[config.mk]
export PLATFORM = sky130hd
export DESIGN_NAME = bus_cycle_ctrl_flat
export DESIGN_NICKNAME = d
export VERILOG_FILES = /design/src/rtl/bus_cycle_ctrl_pkg.sv /design/src/rtl/bus_cycle_ctrl_if.sv /design/src/rtl/bus_cycle_ctrl_wait_counter.sv /design/src/rtl/bus_cycle_ctrl.sv /design/src/flat_wrapper.sv
export SDC_FILE = /design/constraint.sdc
export NUM_CORES = 1
export LEC_CHECK = 0
export BUFFER_PORTS_ARGS = -buffer_cell sky130_fd_sc_hd__buf_4
export CAP_MARGIN = 20
export CORE_MARGIN = 2
export CORE_UTILIZATION = 35
export DETAILED_ROUTE_END_ITERATION = 8
export GPL_ROUTABILITY_DRIVEN = 0
export GPL_TIMING_DRIVEN = 0
export PLACE_DENSITY = 0.61
export SKIP_CTS_REPAIR_TIMING = 1
export SLEW_MARGIN = 20
export SYNTH_ARGS = -nofsm -noshare
export SYNTH_HDL_FRONTEND = slang
export SYNTH_HIERARCHICAL = 1
export SYNTH_SLANG_ARGS = --single-unit
[constraint.sdc]
create_clock -name CLK -period 2.22 [get_ports CLK]
set_input_delay 0.222 -clock CLK [delete_from_list [all_inputs] [get_ports CLK]]
set_output_delay 0.222 -clock CLK [all_outputs]
set_load 0.01 [all_outputs]
[src/rtl/bus_cycle_ctrl_pkg.sv]
// Shared types for the i8088 bus cycle controller: status codes, FSM states
// and the status-to-cycle-class mapping used by the wait-state logic.
package bus_ctrl_pkg;

  localparam logic [2:0] ST_INTA    = 3'b000;
  localparam logic [2:0] ST_IOR     = 3'b001;
  localparam logic [2:0] ST_IOW     = 3'b010;
  localparam logic [2:0] ST_HALT    = 3'b011;
  localparam logic [2:0] ST_CODE    = 3'b100;
  localparam logic [2:0] ST_MEMR    = 3'b101;
  localparam logic [2:0] ST_MEMW    = 3'b110;
  localparam logic [2:0] ST_PASSIVE = 3'b111;

  typedef enum logic [2:0] {
    S_IDLE,
    S_T1,
    S_T2,
    S_T3,
    S_TW,
    S_T4,
    S_HOLD
  } bus_state_t;

  typedef enum logic [1:0] {
    CC_MEM,
    CC_IO,
    CC_INTA,
    CC_HALT
  } cycle_class_t;

  // Passive never gets latched as a cycle type; it folds into HALT (no strobes).
  function automatic cycle_class_t status_class(input logic [2:0] s);
    case (s)
      ST_INTA:                   return CC_INTA;
      ST_IOR, ST_IOW:            return CC_IO;
      ST_CODE, ST_MEMR, ST_MEMW: return CC_MEM;
      ST_HALT:                   return CC_HALT;
      default:                   return CC_HALT;
    endcase
  endfunction

endpackage

[src/rtl/bus_cycle_ctrl_if.sv]
// CPU/system-bus side signals of the bus cycle controller; the controller
// uses the slave view, the CPU/DMA/device side uses the master view.
interface bus_cycle_ctrl_if;

  logic [2:0] S2_S0;
  logic       LOCK_n;
  logic       turbo_mode;
  logic       IO_CH_RDY;
  logic       DMA_HRQ;
  logic       DMA_HLDA;
  logic       AEN;
  logic       ALE;
  logic       MEMR_n;
  logic       MEMW_n;
  logic       IOR_n;
  logic       IOW_n;
  logic       INTA_n;
  logic       CPU_READY;

  modport master (
    output S2_S0, LOCK_n, turbo_mode, IO_CH_RDY, DMA_HRQ,
    input  DMA_HLDA, AEN, ALE, MEMR_n, MEMW_n, IOR_n, IOW_n, INTA_n, CPU_READY
  );

  modport slave (
    input  S2_S0, LOCK_n, turbo_mode, IO_CH_RDY, DMA_HRQ,
    output DMA_HLDA, AEN, ALE, MEMR_n, MEMW_n, IOR_n, IOW_n, INTA_n, CPU_READY
  );

endinterface

[src/rtl/bus_cycle_ctrl_wait_counter.sv]
// Wait-state down-counter: loaded in T1, decremented while the cycle is
// stretched, sticking at zero once the programmed waits are used up.
module bus_wait_counter #(
  parameter int WS_W = 4
) (
  input  logic            clk,
  input  logic            rst,
  input  logic            load,
  input  logic [WS_W-1:0] load_val,
  input  logic            dec,
  output logic            zero
);

  logic [WS_W-1:0] count;

  always_ff @(posedge clk) begin
    if (rst) begin
      count <= '0;
    end else if (load) begin
      count <= load_val;
    end else if (dec && (count != '0)) begin
      count <= count - 1'b1;
    end
  end

  assign zero = (count == '0);

endmodule

[src/rtl/bus_cycle_ctrl.sv]
// i8088 bus cycle controller: 8288-style ALE/command decode, programmable
// wait states driving CPU READY, and CPU/DMA bus arbitration via HRQ/HLDA.
module bus_cycle_ctrl
  import bus_ctrl_pkg::*;
#(
  parameter int MEM_WS = 1,
  parameter int IO_WS  = 1,
  parameter int WS_W   = 4
) (
  input logic             CLK,
  input logic             RESET,
  bus_cycle_ctrl_if.slave bus
);

  bus_state_t      state;
  logic [2:0]      prev_s;
  logic [2:0]      cyc_s;
  logic [2:0]      pend_s;
  logic            pending;
  logic            ale_q;
  logic            memr_n_q;
  logic            memw_n_q;
  logic            ior_n_q;
  logic            iow_n_q;
  logic            inta_n_q;
  logic            ready_q;
  logic            hlda_q;
  logic            start;
  logic            in_data;
  logic            wait_zero;
  logic            cyc_done;
  logic [WS_W-1:0] ws_load;

  assign start    = (bus.S2_S0 != ST_PASSIVE) && (prev_s == ST_PASSIVE);
  assign in_data  = (state == S_T3) || (state == S_TW);
  assign cyc_done = wait_zero && bus.IO_CH_RDY;

  always_comb begin
    ws_load = '0;
    case (status_class(cyc_s))
      CC_MEM:         ws_load = bus.turbo_mode ? '0 : WS_W'(MEM_WS);
      CC_IO, CC_INTA: ws_load = WS_W'(IO_WS);
      default:        ws_load = '0;
    endcase
  end

  bus_wait_counter #(.WS_W(WS_W)) u_wait (
    .clk      (CLK),
    .rst      (RESET),
    .load     (state == S_T1),
    .load_val (ws_load),
    .dec      (in_data && !cyc_done),
    .zero     (wait_zero)
  );

  // Outputs are set on entry to the state they belong to, so they line up with it.
  always_ff @(posedge CLK) begin
    if (RESET) begin
      state    <= S_IDLE;
      prev_s   <= ST_PASSIVE;
      cyc_s    <= ST_PASSIVE;
      pend_s   <= ST_PASSIVE;
      pending  <= 1'b0;
      ale_q    <= 1'b0;
      memr_n_q <= 1'b1;
      memw_n_q <= 1'b1;
      ior_n_q  <= 1'b1;
      iow_n_q  <= 1'b1;
      inta_n_q <= 1'b1;
      ready_q  <= 1'b1;
      hlda_q   <= 1'b0;
    end else begin
      prev_s <= bus.S2_S0;
      hlda_q <= (state == S_HOLD);
      ale_q  <= 1'b0;
      case (state)
        S_IDLE: begin
          if (start || pending) begin
            state   <= S_T1;
            ale_q   <= 1'b1;
            cyc_s   <= pending ? pend_s : bus.S2_S0;
            pending <= 1'b0;
          end else if (bus.DMA_HRQ && bus.LOCK_n && (bus.S2_S0 == ST_PASSIVE)) begin
            state   <= S_HOLD;
            ready_q <= 1'b0;
          end
        end
        S_T1: begin
          if (status_class(cyc_s) == CC_HALT) begin
            state <= S_IDLE;
          end else begin
            state    <= S_T2;
            ready_q  <= 1'b0;
            memr_n_q <= !((cyc_s == ST_CODE) || (cyc_s == ST_MEMR));
            ior_n_q  <= (cyc_s != ST_IOR);
            inta_n_q <= (cyc_s != ST_INTA);
          end
        end
        S_T2: begin
          state    <= S_T3;
          memw_n_q <= (cyc_s != ST_MEMW);
          iow_n_q  <= (cyc_s != ST_IOW);
        end
        S_T3, S_TW: begin
          if (cyc_done) begin
            state    <= S_T4;
            ready_q  <= 1'b1;
            memr_n_q <= 1'b1;
            memw_n_q <= 1'b1;
            ior_n_q  <= 1'b1;
            iow_n_q  <= 1'b1;
            inta_n_q <= 1'b1;
          end else begin
            state <= S_TW;
          end
        end
        S_T4: begin
          state <= S_IDLE;
        end
        S_HOLD: begin
          // The CPU may begin a cycle while the bus is held; remember only the first.
          if (start && !pending) begin
            pending <= 1'b1;
            pend_s  <= bus.S2_S0;
          end
          if (!bus.DMA_HRQ) begin
            state   <= S_IDLE;
            ready_q <= 1'b1;
          end
        end
        default: begin
          state <= S_IDLE;
        end
      endcase
    end
  end

  assign bus.ALE       = ale_q;
  assign bus.MEMR_n    = memr_n_q;
  assign bus.MEMW_n    = memw_n_q;
  assign bus.IOR_n     = ior_n_q;
  assign bus.IOW_n     = iow_n_q;
  assign bus.INTA_n    = inta_n_q;
  assign bus.DMA_HLDA  = hlda_q;
  assign bus.AEN       = hlda_q;
  assign bus.CPU_READY = in_data ? cyc_done : ready_q;

endmodule

[src/flat_wrapper.sv]
// flat-port wrapper written by rule: the top's interface ports become plain ports
module bus_cycle_ctrl_flat import bus_ctrl_pkg::*;
#(
  parameter int MEM_WS = 1,
  parameter int IO_WS  = 1,
  parameter int WS_W   = 4
)
  (CLK, RESET, bus_S2_S0, bus_LOCK_n, bus_turbo_mode, bus_IO_CH_RDY, bus_DMA_HRQ, bus_DMA_HLDA, bus_AEN, bus_ALE, bus_MEMR_n, bus_MEMW_n, bus_IOR_n, bus_IOW_n, bus_INTA_n, bus_CPU_READY);
  bus_cycle_ctrl_if bus_i ();
  input logic CLK;
  input logic RESET;
  input wire logic [$bits(bus_i.S2_S0)-1:0] bus_S2_S0;
  input wire logic [$bits(bus_i.LOCK_n)-1:0] bus_LOCK_n;
  input wire logic [$bits(bus_i.turbo_mode)-1:0] bus_turbo_mode;
  input wire logic [$bits(bus_i.IO_CH_RDY)-1:0] bus_IO_CH_RDY;
  input wire logic [$bits(bus_i.DMA_HRQ)-1:0] bus_DMA_HRQ;
  output wire logic [$bits(bus_i.DMA_HLDA)-1:0] bus_DMA_HLDA;
  output wire logic [$bits(bus_i.AEN)-1:0] bus_AEN;
  output wire logic [$bits(bus_i.ALE)-1:0] bus_ALE;
  output wire logic [$bits(bus_i.MEMR_n)-1:0] bus_MEMR_n;
  output wire logic [$bits(bus_i.MEMW_n)-1:0] bus_MEMW_n;
  output wire logic [$bits(bus_i.IOR_n)-1:0] bus_IOR_n;
  output wire logic [$bits(bus_i.IOW_n)-1:0] bus_IOW_n;
  output wire logic [$bits(bus_i.INTA_n)-1:0] bus_INTA_n;
  output wire logic [$bits(bus_i.CPU_READY)-1:0] bus_CPU_READY;
  assign bus_i.S2_S0 = bus_S2_S0;
  assign bus_i.LOCK_n = bus_LOCK_n;
  assign bus_i.turbo_mode = bus_turbo_mode;
  assign bus_i.IO_CH_RDY = bus_IO_CH_RDY;
  assign bus_i.DMA_HRQ = bus_DMA_HRQ;
  assign bus_DMA_HLDA = bus_i.DMA_HLDA;
  assign bus_AEN = bus_i.AEN;
  assign bus_ALE = bus_i.ALE;
  assign bus_MEMR_n = bus_i.MEMR_n;
  assign bus_MEMW_n = bus_i.MEMW_n;
  assign bus_IOR_n = bus_i.IOR_n;
  assign bus_IOW_n = bus_i.IOW_n;
  assign bus_INTA_n = bus_i.INTA_n;
  assign bus_CPU_READY = bus_i.CPU_READY;
  bus_cycle_ctrl #(.MEM_WS(MEM_WS), .IO_WS(IO_WS), .WS_W(WS_W)) u_core (.CLK(CLK), .RESET(RESET), .bus(bus_i));
endmodule
* Word level (Yosys, flattened, before mapping)
Index checks and enable logic that the tools add are counted.
Cells by class: bitwise gates (word level) 1, equal/unequal tests 27, reductions and logical operators 36, muxes and demuxes 33, $add $sub $neg 1
Operators by type and width (number):
- $eq A3 B3 Y1 const B | 7
- $pmux W3 S5 | 1
- $mux W1 | 14
- $mux W3 | 4
- $pmux W1 S2 | 6
- $eq A3 B2 Y1 const B | 3
- $mux W4 | 2
- $ne A2 B2 Y1 const B | 4
- $pmux W4 S2 | 1
- $reduce_and A2 Y1 | 4
- $reduce_bool A2 Y1 | 4
- $reduce_bool A4 Y1 | 2
- $reduce_or A2 Y1 | 4
- $logic_and A1 B1 Y1 | 7
- $eq A3 B1 Y1 const B | 2
- $logic_not A3 Y1 | 2
- $mux W2 | 3
- $ne A2 B1 Y1 const B | 3
- $ne A3 B1 Y1 const B | 2
- $ne A3 B3 Y1 const B | 2
- $pmux W2 S3 | 1
- $reduce_and A3 Y1 | 2
- $reduce_and A6 Y1 | 1
- $eq A2 B2 Y1 const B | 2
- 11 further kinds | 15
Storage, ports and cells: word-level logic and storage cells 112, output and inout port bits 9, bits of input ports 9, flip-flop bits (word level) 25

* Logic depth before layout (Yosys ltp)
Gate-level depths: netlist of run 1.
word-level depth 8, depth in mapped cells 10, gate-level depth less buffers 10

* Modules after synthesis
The synthesis of run 1 kept the hierarchy.
By module, submodules not included:
- bus_cycle_ctrl | times used 1, cells an instance 128, area each 1083.5 um2, seq. area each 420.4 um2
- bus_wait_counter | times used 1, cells an instance 29, area each 262.8 um2, seq. area each 80.1 um2

* Worst setup path after synthesis of run 1
Ideal clock, no wire load.
path kind reg2reg, start point register u_core.u_wait.count[1], end point register u_core.iow_n_q (netlist: u_core/bus.IOW_n), setup slack 241 ps, cell stages (with the launch flop) 10, data arrival time 1857 ps, setup time 122 ps, buffers on the path 0, clock period less this slack 1979 ps, data required time 2098 ps, cells stage by stage dfxtp_1 -> inv_1 -> ha_1 -> or3b_4 -> inv_1 -> nand2_1 -> o32ai_2 -> nand3_1 -> o32ai_1 -> nand2b_1
Between the ends: cells in the longest elaborated chain, start to end 4
Ends and longest elaborated chain:
- from (decl) | RTL line bus_cycle_ctrl_wait_counter.sv:14 | logic [WS_W-1:0] count;
- from (signal assigned) | RTL line bus_cycle_ctrl_wait_counter.sv:20 | count <= load_val;
- from (signal assigned) | RTL line bus_cycle_ctrl_wait_counter.sv:22 | count <= count - 1'b1;
- $logic_not A4 Y1 | RTL line bus_cycle_ctrl_wait_counter.sv:26 | assign zero = (count == '0);
- net u_core.wait_zero | RTL line bus_cycle_ctrl.sv:30 | logic wait_zero;
- $logic_and A1 B1 Y1 | RTL line bus_cycle_ctrl.sv:36 | assign cyc_done = wait_zero && bus.IO_CH_RDY;
- $ne A2 B1 Y1 (no line)
- $reduce_and A2 Y1 (no line)
- to (signal assigned) | RTL line bus_cycle_ctrl.sv:102 | iow_n_q <= (cyc_s != ST_IOW);
- to (decl) | RTL line bus_cycle_ctrl.sv:24 | logic iow_n_q;
The timed path passes the listed nets, and every way through them passes these cells. A chain may end at the register's enable or synchronous reset.

* Worst setup path in the final report of run 1
start point register u_core.u_wait.count[0], end point output port bus_CPU_READY
Between the ends: cells in the longest elaborated chain, start to end 3
Ends and longest elaborated chain:
- $logic_not A4 Y1 | RTL line bus_cycle_ctrl_wait_counter.sv:26
- net u_core.wait_zero | RTL line bus_cycle_ctrl.sv:30
- $logic_and A1 B1 Y1 | RTL line bus_cycle_ctrl.sv:36
- $mux W1 | RTL line bus_cycle_ctrl.sv:146 | assign bus.CPU_READY = in_data ? cyc_done : ready_q;
- to (decl) | RTL line flat_wrapper.sv:25 | output wire logic [$bits(bus_i.CPU_READY)-1:0] bus_CPU_READY;
The timed path passes the listed nets, and every way through them passes these cells.

==> summary.md, run 1 <==
| Metric | Value |
|---|---|
| Status | complete, no violations |
| Main synth FF type | dfxtp_1 |
| H-Tree Depth | 1 |
| Complex-gate fraction of the synthesized area | 20.6% |
| Die Ht | 66.0 µm |
| Vias in the first global route | 1075 |
| Xor/xnor cell area share of the yosys netlist | 0% |
| Largest net degree at the start of global routing | 14 |
| Cell area power density | 716 mW/mm² |
| MaxCap Viol Count | 0 |
| WL final | 2.79 mm |
| R2R depth | 9 |
| Clk pwr share | 22.2% |
| Multiplexer share of the synthesized area | 3.72% |
| Bufs on Longest Clock Path | 2 |
| Post-route cell area | 0.00165 mm² |
| Worst hold start | bus_S2_S0[0] |
| Antenna violations before repair | 0 |
| # fillers | 386 |
| Clock sinks | 25 |
| CTS tree | built |
| Die area | 0.00436 mm² |
| Net Sw Frac | 31.9% |
| Crit path kind | register to primary output |
| Ant diodes | 0 |
| Most frequent cells in the layout | 25 x dfxtp_1, 24 x buf_4, 18 x nor2_1 |
| HP Class | input pin to register |
| First-pass GRT wire length | 4.65 mm |
| Total GRT Usage | 13.6% |
| Root Buffer Master | clkbuf_8 |
| Antenna Nets Post-Route | 0 |
| Final min period | 2.11 ns |
| Vias | 1167 |
| Worst setup SP type | register |
| Syn-to-layout area delta | 22.4% |
| Final hold slack | 0.176 ns |
| Library cells used by synthesis | 44 |
| Syn avg cell area | 8.58 µm² |
| Worst-path clk slew | 0.08 ns |
| Sequential fraction of the synthesis area | 37.2% |
| EDFF count, synth | 0 |
| Worst reg2reg path startpoint | u_core/u_wait/count[0]$_SDFFE_PP0P_ |
| I/O Buffers | 17 |
| Clk_lat worst skew | 0.26 ns |
| Hold Path End | u_core/prev_s[0]$_SDFF_PP1_ |
| Worst Path Arrival | 1.89 ns |
| Clock Skews | 0.00600 ns |
| CP Data Required Time | 2.00 ns |
| Non-filler instance count after layout | 234 |
| Mapped Area | 0.00135 mm² |
| Async SR Flop Fraction | 0% |
| Final WS setup | 0.111 ns |
| Gate count after technology mapping | 157 |
| R2r setup slk | 0.12 ns |
| Cell-internal power | 0.000804 W |
| Cell taking the most area after synthesis | dfxtp_1 |
| Hpwl dp | 2.03 mm |
| Leakage | 0.668 nW |
| CP endpoint kind | primary output |
| Post-DR vias/cell | 4.99 |
| Fin. Hold Viols | 0 |
| Sequential share of power | 43.8% |
| Critical-path maximum fanout | 6 |
| Core area | 0.00369 mm² |
| Max IR drop VDD | 0.000275 V |
| DRT iter0 DRCs | 22 |
| Slew @ Worst Pin | 0.522 ns |
| Comb pwr share | 33.9% |
| Starting Density | 36.5% |
| Achievable Freq | 474 MHz |
| CP startpoint | u_core/u_wait/count[0]$_SDFFE_PP0P_ |
| Drt drc | 0 |
| Total gr overflow | 0 |
| CTS Buf Count | 3 |
| Slew Limit Fails | 0 |
| Yosys reg bits | 25 |
| Reg-to-Reg End | u_core/bus.MEMW_n$_SDFFE_PP1P_ |
| Share of the synthesized area in the top cell type | 37.2% |
| # rows | 22 |
| Post-Place Cell Area | 0.00154 mm² |
| Layout cells sized above 1 | 25.8% |
| Drt wl/cell | 11.9 µm |
| Setup slack at placement | -0.0264 ns |
| Synth top area cells | dfxtp_1 37%, nor2_1 5.0%, a21oi_1 4.1%, mux2i_1 3.7%, nor3_1 3.3% |
| Max_slew headroom | 65.0% |
| Sw Pwr | 0.000376 W |
| Final setup fails | 0 |
| Yosys warning total | 6 |
| Die span in x | 66.0 µm |
| Largest family of logic cells by synthesized area | simple AND/OR/NAND/NOR gates |
| Simple-gate share of the synthesized area | 29.7% |
| DP Cell Count | 224 |
| Drt first pass iters | 4 |
| Nets | 198 |
| Most common cell after layout, fill and taps aside | dfxtp_1 |
| Final core occ | 44.7% |
| Ports | 18 |
| Adder-cell share of the synthesized area | 1.86% |
| Hold Path Cell Cnt | 2 |
| Fin crit share | 95.0% |
[flip-flops by register name, summed over array words and instances (netlist names)]
register / cells
u_core/u_wait/count: 4
u_core/cyc_s: 3
u_core/pend_s: 3
u_core/prev_s: 3
u_core/state: 3
u_core/bus.AEN: 1
u_core/bus.ALE: 1
u_core/bus.INTA_n: 1
u_core/bus.IOR_n: 1
u_core/bus.IOW_n: 1
u_core/bus.MEMR_n: 1
u_core/bus.MEMW_n: 1
u_core/pending: 1
u_core/ready_q: 1
[area by class of cell]
class	instances	area, µm²	share of cell area [%]
sequential	25	500	30.4
multi-input combinational	114	781	47.4
inverter	11	41.3	2.51
buffer	9	47.5	2.89
tap	48	60.1	3.64
clock buffer	4	45.0	2.73
timing repair buffer	23	173	10.5
[worst max-delay path by stage]
stage	endpoint
2_1_floorplan	u_core/bus.IOW_n$_SDFFE_PP1P_
3_3_place_gp	u_core/bus.MEMW_n$_SDFFE_PP1P_
3_5_place_dp	u_core/bus.IOW_n$_SDFFE_PP1P_
4_1_cts	bus_CPU_READY
5_1_grt	bus_CPU_READY
6_report	bus_CPU_READY
[worst max-delay path, cell delays in order (launching register included)]
cell	delay, ns
dfxtp_1	0.33
inv_1	0.10
ha_2	0.21
or3b_4	0.41
inv_1	0.09
nand2_2	0.08
o21ai_2	0.08
inv_2	0.08
nor2_1	0.11
buf_4	0.13
[kinds of logic after synthesis]
group | Yosys count
AO/OA/AOI/OAI | 36
adder cells (fa/ha/maj) | 2
buffers and inverters | 20
flip-flops | 25
multiplexers | 5
other | 1
AND/OR/NAND/NOR | 68
[cells in the mapped netlist (all sizes together), types with 2 or more instances]
| cell type | number |
|---|---|
| dfxtp | 25 |
| clkbuf | 5 |
| mux2i | 5 |
| nand2b | 5 |
| nor4b | 2 |
| or2 | 3 |
| and3 | 2 |
| ha | 2 |
| a211o | 3 |
| nand3b | 4 |
| nor3b | 3 |
| o32ai | 3 |
| nor2 | 18 |
| o21ai | 7 |
| nor3 | 9 |
| nand2 | 10 |
| inv | 11 |
| buf | 4 |
| nand3 | 4 |
| a21oi | 11 |
| a21o | 3 |
| a311oi | 2 |
[power groups by stage]
stage                     clock network, W  registers (W)  logic (W)
final                             0.000262       0.000517   0.000400
after global routing              0.000292       0.000521   0.000447
after CTS                         0.000275       0.000515   0.000360
after detailed placement                 0       0.000526   0.000359
after global placement                   0       0.000523   0.000350
after floorplan                          0       0.000521   0.000272
[stage by stage]
stage                     setup TNS, ns  total power (W)
after floorplan                       0         0.000793
after global placement                0         0.000873
after detailed placement        -0.0484         0.000885
after CTS                        -0.191          0.00115
after global routing           -0.00709          0.00126
final                                 0          0.00118
[metal layers]
| layer | up-vias | GRT usage (%) | wire length, µm |
|---|---|---|---|
| met1 | 546 | 17.2 | 1280 |
| met2 | 11 | 23.6 | 1420 |
| li1 | 608 | - | - |
| met4 | 0 | 3.83 | 15 |
| met3 | 2 | 2.56 | 73 |
| met5 | - | 0 | 0 |
Note: power is estimated with default switching activity, not from simulation.
==> run 2: changes to the inputs <==
Settings changed: CELL_PAD_IN_SITES_DETAIL_PLACEMENT set to 0, CELL_PAD_IN_SITES_GLOBAL_PLACEMENT set to 1, PLACE_DENSITY 0.61 to 0.75.
Clock period 2.22 ns to 2.3 ns, I/O delays scaled along.
==> run 2 against run 1 <==
  * Non-clock buffer count down 1
  * Via count up 0.86%
  * Wire length up 5.4%
  * Flip-flop and latch count unchanged
  * Sequential power down 4.1%
  * Highest routed layer unchanged
==> summary.md, run 2 (synthesis gave the netlist of run 1 again) <==
| Metric | Value |
|---|---|
| Clk_lat worst skew | 0.27 ns (about the same) |
| Max_slew headroom | 65.2% (+0.15 points) |
| Total GRT Usage | 14.1% (+0.49 points) |
| # fillers | 406 (+5.2%) |
| Die span in x | 66.0 µm (unchanged) |
| Clock Skews | 0.00207 ns (-0.00394 ns) |
| Bufs on Longest Clock Path | 2 (unchanged) |
| Most common cell after layout, fill and taps aside | dfxtp_1 |
| RSZ-0062 raised after global routing | no |
| Hold Path Cell Cnt | 2 (unchanged) |
| R2R depth | 9 (unchanged) |
| Register Area | 500 µm² (unchanged) |
| Antenna Nets Post-Route | 0 (unchanged) |
| Slew Limit Fails | 0 (unchanged) |
| Ant diodes | 0 (unchanged) |
| Syn-to-layout area delta | 22.9% |
| CP Data Required Time | 2.46 ns (+0.46 ns) |
| DP Cell Count | 224 (unchanged) |
| Hpwl dp | 2.07 mm (+1.9%) |
| Fin. Hold Viols | 0 (unchanged) |
| Antenna violations before repair | 0 (unchanged) |
| Total gr overflow | 0 (unchanged) |
| Post-Place Cell Area | 0.00154 mm² (unchanged) |
| Worst setup SP type | register |
| Met1 usage | 19.7% (+2.6 points) |
| Ports | 18 (unchanged) |
| Slew @ Worst Pin | 0.522 ns (-0.00000697 ns) |
| Drt wl/cell | 12.6 µm (+5.8%) |
| WL final | 2.94 mm (+5.4%) |
| R2r setup slk | 0.14 ns (+0.02 ns) |
| Post-DR vias/cell | 5.05 (+1.3%) |
| Largest net degree at the start of global routing | 15 (+1) |
| Achievable Freq | 462 MHz |
| Final min period | 2.16 ns |
| Max IR drop VDD | 0.000292 V (+6.2%) |
| Worst hold start | bus_S2_S0[0] |
| # rows | 22 (unchanged) |
| Critical-path maximum fanout | 5 (-1) |
| Reg-to-Reg End | u_core/bus.IOW_n$_SDFFE_PP1P_ |
| Hold Path End | u_core/prev_s[0]$_SDFF_PP1_ |
| GR peak layer | met2 |
| Crit path kind | register to register |
| Layout cells sized above 1 | 27.0% (+1.2 points) |
| Die area | 0.00436 mm² (unchanged) |
| Met2 Usage GRT | 22.2% (-1.4 points) |
| Fin crit share | 94.0% |
| H-Tree Depth | 1 (unchanged) |
| Cell area power density | 688 mW/mm² (-3.8%) |
| Most frequent cells in the layout | 25 x dfxtp_1, 23 x buf_4, 18 x nor2_1 |
| CTS tree | built |
| CTS Buf Count | 3 (unchanged) |
| Drt drc | 0 (unchanged) |
| Nets | 197 (-0.51%) |
| Leakage | 0.669 nW (+0.17%) |
| Vias in the first global route | 1048 (-2.5%) |
| Status | complete, no violations |
| MaxCap Viol Count | 0 (unchanged) |
| CP endpoint kind | register |
| Pwr Total | 0.00114 W (-3.5%) |
| Drt first pass iters | 4 (unchanged) |
| Core area | 0.00369 mm² (unchanged) |
| HP Class | input pin to register |
| Post-route cell area | 0.00165 mm² (+0.38%) |
| Non-filler instance count after layout | 233 (-0.43%) |
| GR met3 Demand/Resource | 2.04% (-0.51 points) |
| Starting Density | 36.5% (unchanged) |
| Top reg by flops | u_core/u_wait/count |
| Worst reg2reg path startpoint | u_core/u_wait/count[0]$_SDFFE_PP0P_ |
| Worst Path Arrival | 2.32 ns (+0.43 ns) |
| Final setup fails | 0 (unchanged) |
| Vias | 1177 (+0.86%) |
| Final core occ | 44.8% (+0.17 points) |
| DRT iter0 DRCs | 29 (+32%) |
| Worst-path clk slew | 0.09 ns (about the same) |
| Multi-input gate area | 793 µm² (+1.6%) |
| Die Ht | 66.0 µm (unchanged) |
| Clock sinks | 25 (unchanged) |
| I/O Buffers | 17 (unchanged) |
| Root Buffer Master | clkbuf_8 |
| Largest register FFs | 4 (unchanged) |
| First-pass GRT wire length | 4.83 mm (+3.9%) |
run 2: cell types whose count changed in the layout (fill, tap and decap cells not counted), sizes merged:
cell,previous run,this run
clkbuf,9,8
clkinv,0,1
buf,27,26
run 2: area by class of cell:
type / count / share of cell area (%)
multi-input combinational: 114 / 48.0
clock inverter: 1 / 0.303
tap: 48 / 3.63
clock buffer: 3 / 2.50
sequential: 25 / 30.3
buffer: 9 / 2.87
timing repair buffer: 22 / 9.98
inverter: 11 / 2.50
run 2: metal layers:
metal / wire, µm / up-vias
met5: 0 / -
met1: 1430 / 541
met3: 86 / 2
met2: 1400 / 18
li1: - / 616
met4: 12 / 0
run 2: report_power, final:
part	internal (W)	switching [W]	leakage [nW]	total (W)
Combinational	0.000168	0.000209	0.439	0.000377
Clock	0.000121	0.000144	0.0255	0.000265
Sequential	0.000471	0.0000248	0.205	0.000496
run 2: worst max-delay path, stage by stage (launching register included):
cell      delay, ns
dfxtp_1        0.33
inv_1          0.11
ha_2           0.22
or3b_4         0.43
inv_1          0.09
nand2_2        0.08
o32ai_4        0.34
nand3_2        0.13
o32ai_1        0.24
nand2b_1       0.08
run 2: per-stage QoR:
stage          TNS (ns)  setup WS, ns  hold WS, ns
3_3_place_gp          0        0.0858        0.448
4_1_cts         -0.0355       -0.0355        0.165
2_1_floorplan         0         0.321        0.302
5_1_grt               0        0.0170        0.159
3_5_place_dp          0        0.0578        0.451
6_report              0         0.138        0.170
run 2: how the worst max path moves through the flow:
stage / from / end / slack, ns / cells past startpoint
2_1_floorplan: u_core/u_wait/count[1]$_SDFFE_PP0P_ / u_core/bus.IOW_n$_SDFFE_PP1P_ / 0.32 / 9
3_3_place_gp: u_core/u_wait/count[1]$_SDFFE_PP0P_ / u_core/bus.MEMW_n$_SDFFE_PP1P_ / 0.09 / 9
3_5_place_dp: u_core/u_wait/count[1]$_SDFFE_PP0P_ / u_core/bus.MEMW_n$_SDFFE_PP1P_ / 0.06 / 9
4_1_cts: u_core/u_wait/count[1]$_SDFFE_PP0P_ / bus_CPU_READY / -0.04 / 9
5_1_grt: u_core/u_wait/count[0]$_SDFFE_PP0P_ / bus_CPU_READY / 0.02 / 9
6_report: u_core/u_wait/count[0]$_SDFFE_PP0P_ / u_core/bus.IOW_n$_SDFFE_PP1P_ / 0.14 / 9
==> run 3: changes to the inputs <==
Settings changed: BUFFER_PORTS_ARGS -buffer_cell sky130_fd_sc_hd__buf_4 to not set, DONT_BUFFER_PORTS set to 1, PLACE_DENSITY 0.75 to 0.7.
==> run 3 against run 2 <==
  * First-iteration DRC count rose by 52%
  * Global-route usage grew 0.39 points
  * Sequential share of layout area increased by 2.5 points
  * Wire length fell by 5.4%
  * Critical path type unchanged
  * Largest power group unchanged
  * Highest routed layer unchanged
==> summary.md, run 3 (synthesis gave the netlist of run 1 again) <==
| Metric | Value |
|---|---|
| Worst reg2reg path startpoint | u_core/u_wait/count[1]$_SDFFE_PP0P_ |
| Register Area | 500 µm² (unchanged) |
| Clock Skews | 0.00445 ns (+0.00238 ns) |
| Status | complete, no violations |
| Worst-path clk slew | 0.09 ns (about the same) |
| Total gr overflow | 0 (unchanged) |
| Die area | 0.00436 mm² (unchanged) |
| Max_slew headroom | 66.5% (+1.3 points) |
| Final min period | 2.15 ns (-0.0160 ns) |
| CTS Buf Count | 3 (unchanged) |
| Largest net degree at the start of global routing | 16 (+1) |
| Worst setup SP type | register |
| Fin. Hold Viols | 0 (unchanged) |
| Vias in the first global route | 1075 (+2.6%) |
| R2R depth | 9 (unchanged) |
| Max IR drop VDD | 0.000499 V (+71%) |
| HP Class | input pin to register |
| Layout cells sized above 1 | 18.2% (-8.8 points) |
| Fin crit share | 93.3% (-0.69 points) |
| Multi-input gate area | 816 µm² (+2.8%) |
| Critical-path maximum fanout | 5 (unchanged) |
| # rows | 22 (unchanged) |
| Die span in x | 66.0 µm (unchanged) |
| Met3 WL | 101 µm (+17%) |
| Final setup fails | 0 (unchanged) |
| Starting Density | 36.5% (unchanged) |
| I/O Buffers | 0 (-17) |
| Nets | 177 (-10%) |
| Core area | 0.00369 mm² (unchanged) |
| # fillers | 392 (-3.4%) |
| Post-DR vias/cell | 5.10 (+1.0%) |
| WL final | 2.78 mm (-5.4%) |
| Cell area power density | 727 mW/mm² (+5.7%) |
| Crit path to | u_core/bus.IOW_n$_SDFFE_PP1P_ |
| Top reg by flops | u_core/u_wait/count |
| DRT iter0 DRCs | 44 (+52%) |
| Antenna violations before repair | 0 (unchanged) |
| H-Tree Depth | 1 (unchanged) |
| Crit path kind | register to register |
| Most common cell after layout, fill and taps aside | dfxtp_1 |
| Slew Limit Fails | 0 (unchanged) |
| Final core occ | 41.5% (-3.4 points) |
| MaxCap Viol Count | 0 (unchanged) |
| Achievable Freq | 466 MHz (+0.74%) |
| Drt wl/cell | 13.0 µm (+3.5%) |
| CP startpoint | u_core/u_wait/count[1]$_SDFFE_PP0P_ |
| Leakage | 0.580 nW (-13%) |
| Ports | 18 (unchanged) |
| First-pass GRT wire length | 4.89 mm (+1.1%) |
| Highest routed layer | met4 |
| Met2 routed WL | 1.25 mm (-11%) |
| Ant diodes | 0 (unchanged) |
| CTS tree | built |
| Bufs on Longest Clock Path | 2 (unchanged) |
| Antenna Nets Post-Route | 0 (unchanged) |
| Drt drc | 0 (unchanged) |
| Reg-to-Reg End | u_core/bus.IOW_n$_SDFFE_PP1P_ |
| Vias | 1087 (-7.6%) |
| Root Buffer Master | clkbuf_8 |
| Non-filler instance count after layout | 213 (-8.6%) |
| R2r setup slk | 0.15 ns (+0.02 ns) |
| M1 WL | 1.40 mm (-2.4%) |
| Most frequent cells in the layout | 25 x dfxtp_1, 17 x nor2_1, 11 x a21oi_1 |
| Total GRT Usage | 14.5% (+0.39 points) |
| Largest register FFs | 4 (unchanged) |
| Drt first pass iters | 4 (unchanged) |
| Final hold slack | 0.0253 ns (-0.144 ns) |
| Hpwl dp | 2.03 mm (-1.8%) |
| Slew @ Worst Pin | 0.500 ns (-0.0217 ns) |
| Worst Path Arrival | 2.31 ns (about the same) |
| DP Cell Count | 207 (-7.6%) |
| RSZ-0062 raised after global routing | no |
| Syn-to-layout area delta | 13.6% |
| Clk_lat worst skew | 0.27 ns (about the same) |
| Die Ht | 66.0 µm (unchanged) |
| CP Data Required Time | 2.47 ns (about the same) |
| CP endpoint kind | register |
| Clock sinks | 25 (unchanged) |
run 3: critical path, stage by stage, from the launching register on:
cell and delay (ns):
dfxtp_1 0.33, inv_1 0.15, ha_4 0.16, or3b_4 0.43, inv_1 0.09, nand2_1 0.11, o32ai_4 0.35, nand3_2 0.13
o32ai_2 0.23, nand2b_1 0.07
run 3: area by class of cell:
type                    instances  area share, %
multi-input cells             114           53.4
flip-flops and latches         25           32.7
well taps                      48           3.93
plain buffers                   9           3.11
clock buffers                   3           2.70
inverters                      11           2.70
repair buffers                  2          0.982
clock inverters                 1          0.491
run 3: how the worst min path moves through the flow:
stage          startpoint                             endpoint  slack, ns  cells after the start
5_1_grt             RESET  u_core/u_wait/count[2]$_SDFFE_PP0P_      0.005                      1
3_5_place_dp        RESET  u_core/u_wait/count[2]$_SDFFE_PP0P_       0.31                      1
3_3_place_gp        RESET  u_core/u_wait/count[3]$_SDFFE_PP0P_       0.30                      1
2_1_floorplan       RESET  u_core/u_wait/count[0]$_SDFFE_PP0P_       0.30                      1
4_1_cts             RESET  u_core/u_wait/count[2]$_SDFFE_PP0P_       0.02                      1
6_report            RESET  u_core/u_wait/count[2]$_SDFFE_PP0P_       0.03                      1
run 3: per-layer routing:
| metal | up-vias | GRT usage (%) |
|---|---|---|
| li1 | 568 | - |
| met1 | 502 | 19.7 |
| met2 | 15 | 23.0 |
| met3 | 2 | 2.90 |
| met4 | 0 | 4.59 |
| met5 | - | 0 |
run 3: metrics by stage:
step / TNS, ns / power, W / worst slack, ns / instance area (µm²)
detailed placement: 0 / 0.000822 / 0.0718 / 1410
floorplan: 0 / 0.000765 / 0.321 / 1350
global route: 0 / 0.00120 / 0.0129 / 1530
CTS: -0.0104 / 0.00109 / -0.0104 / 1460
finish: 0 / 0.00111 / 0.154 / 1530
global placement: 0 / 0.000818 / 0.104 / 1410
run 3: power by group:
part | total, W | internal [W] | switching [W]
combinational | 0.000351 | 0.000151 | 0.000200
clock | 0.000262 | 0.000123 | 0.000140
sequential | 0.000500 | 0.000471 | 0.0000284
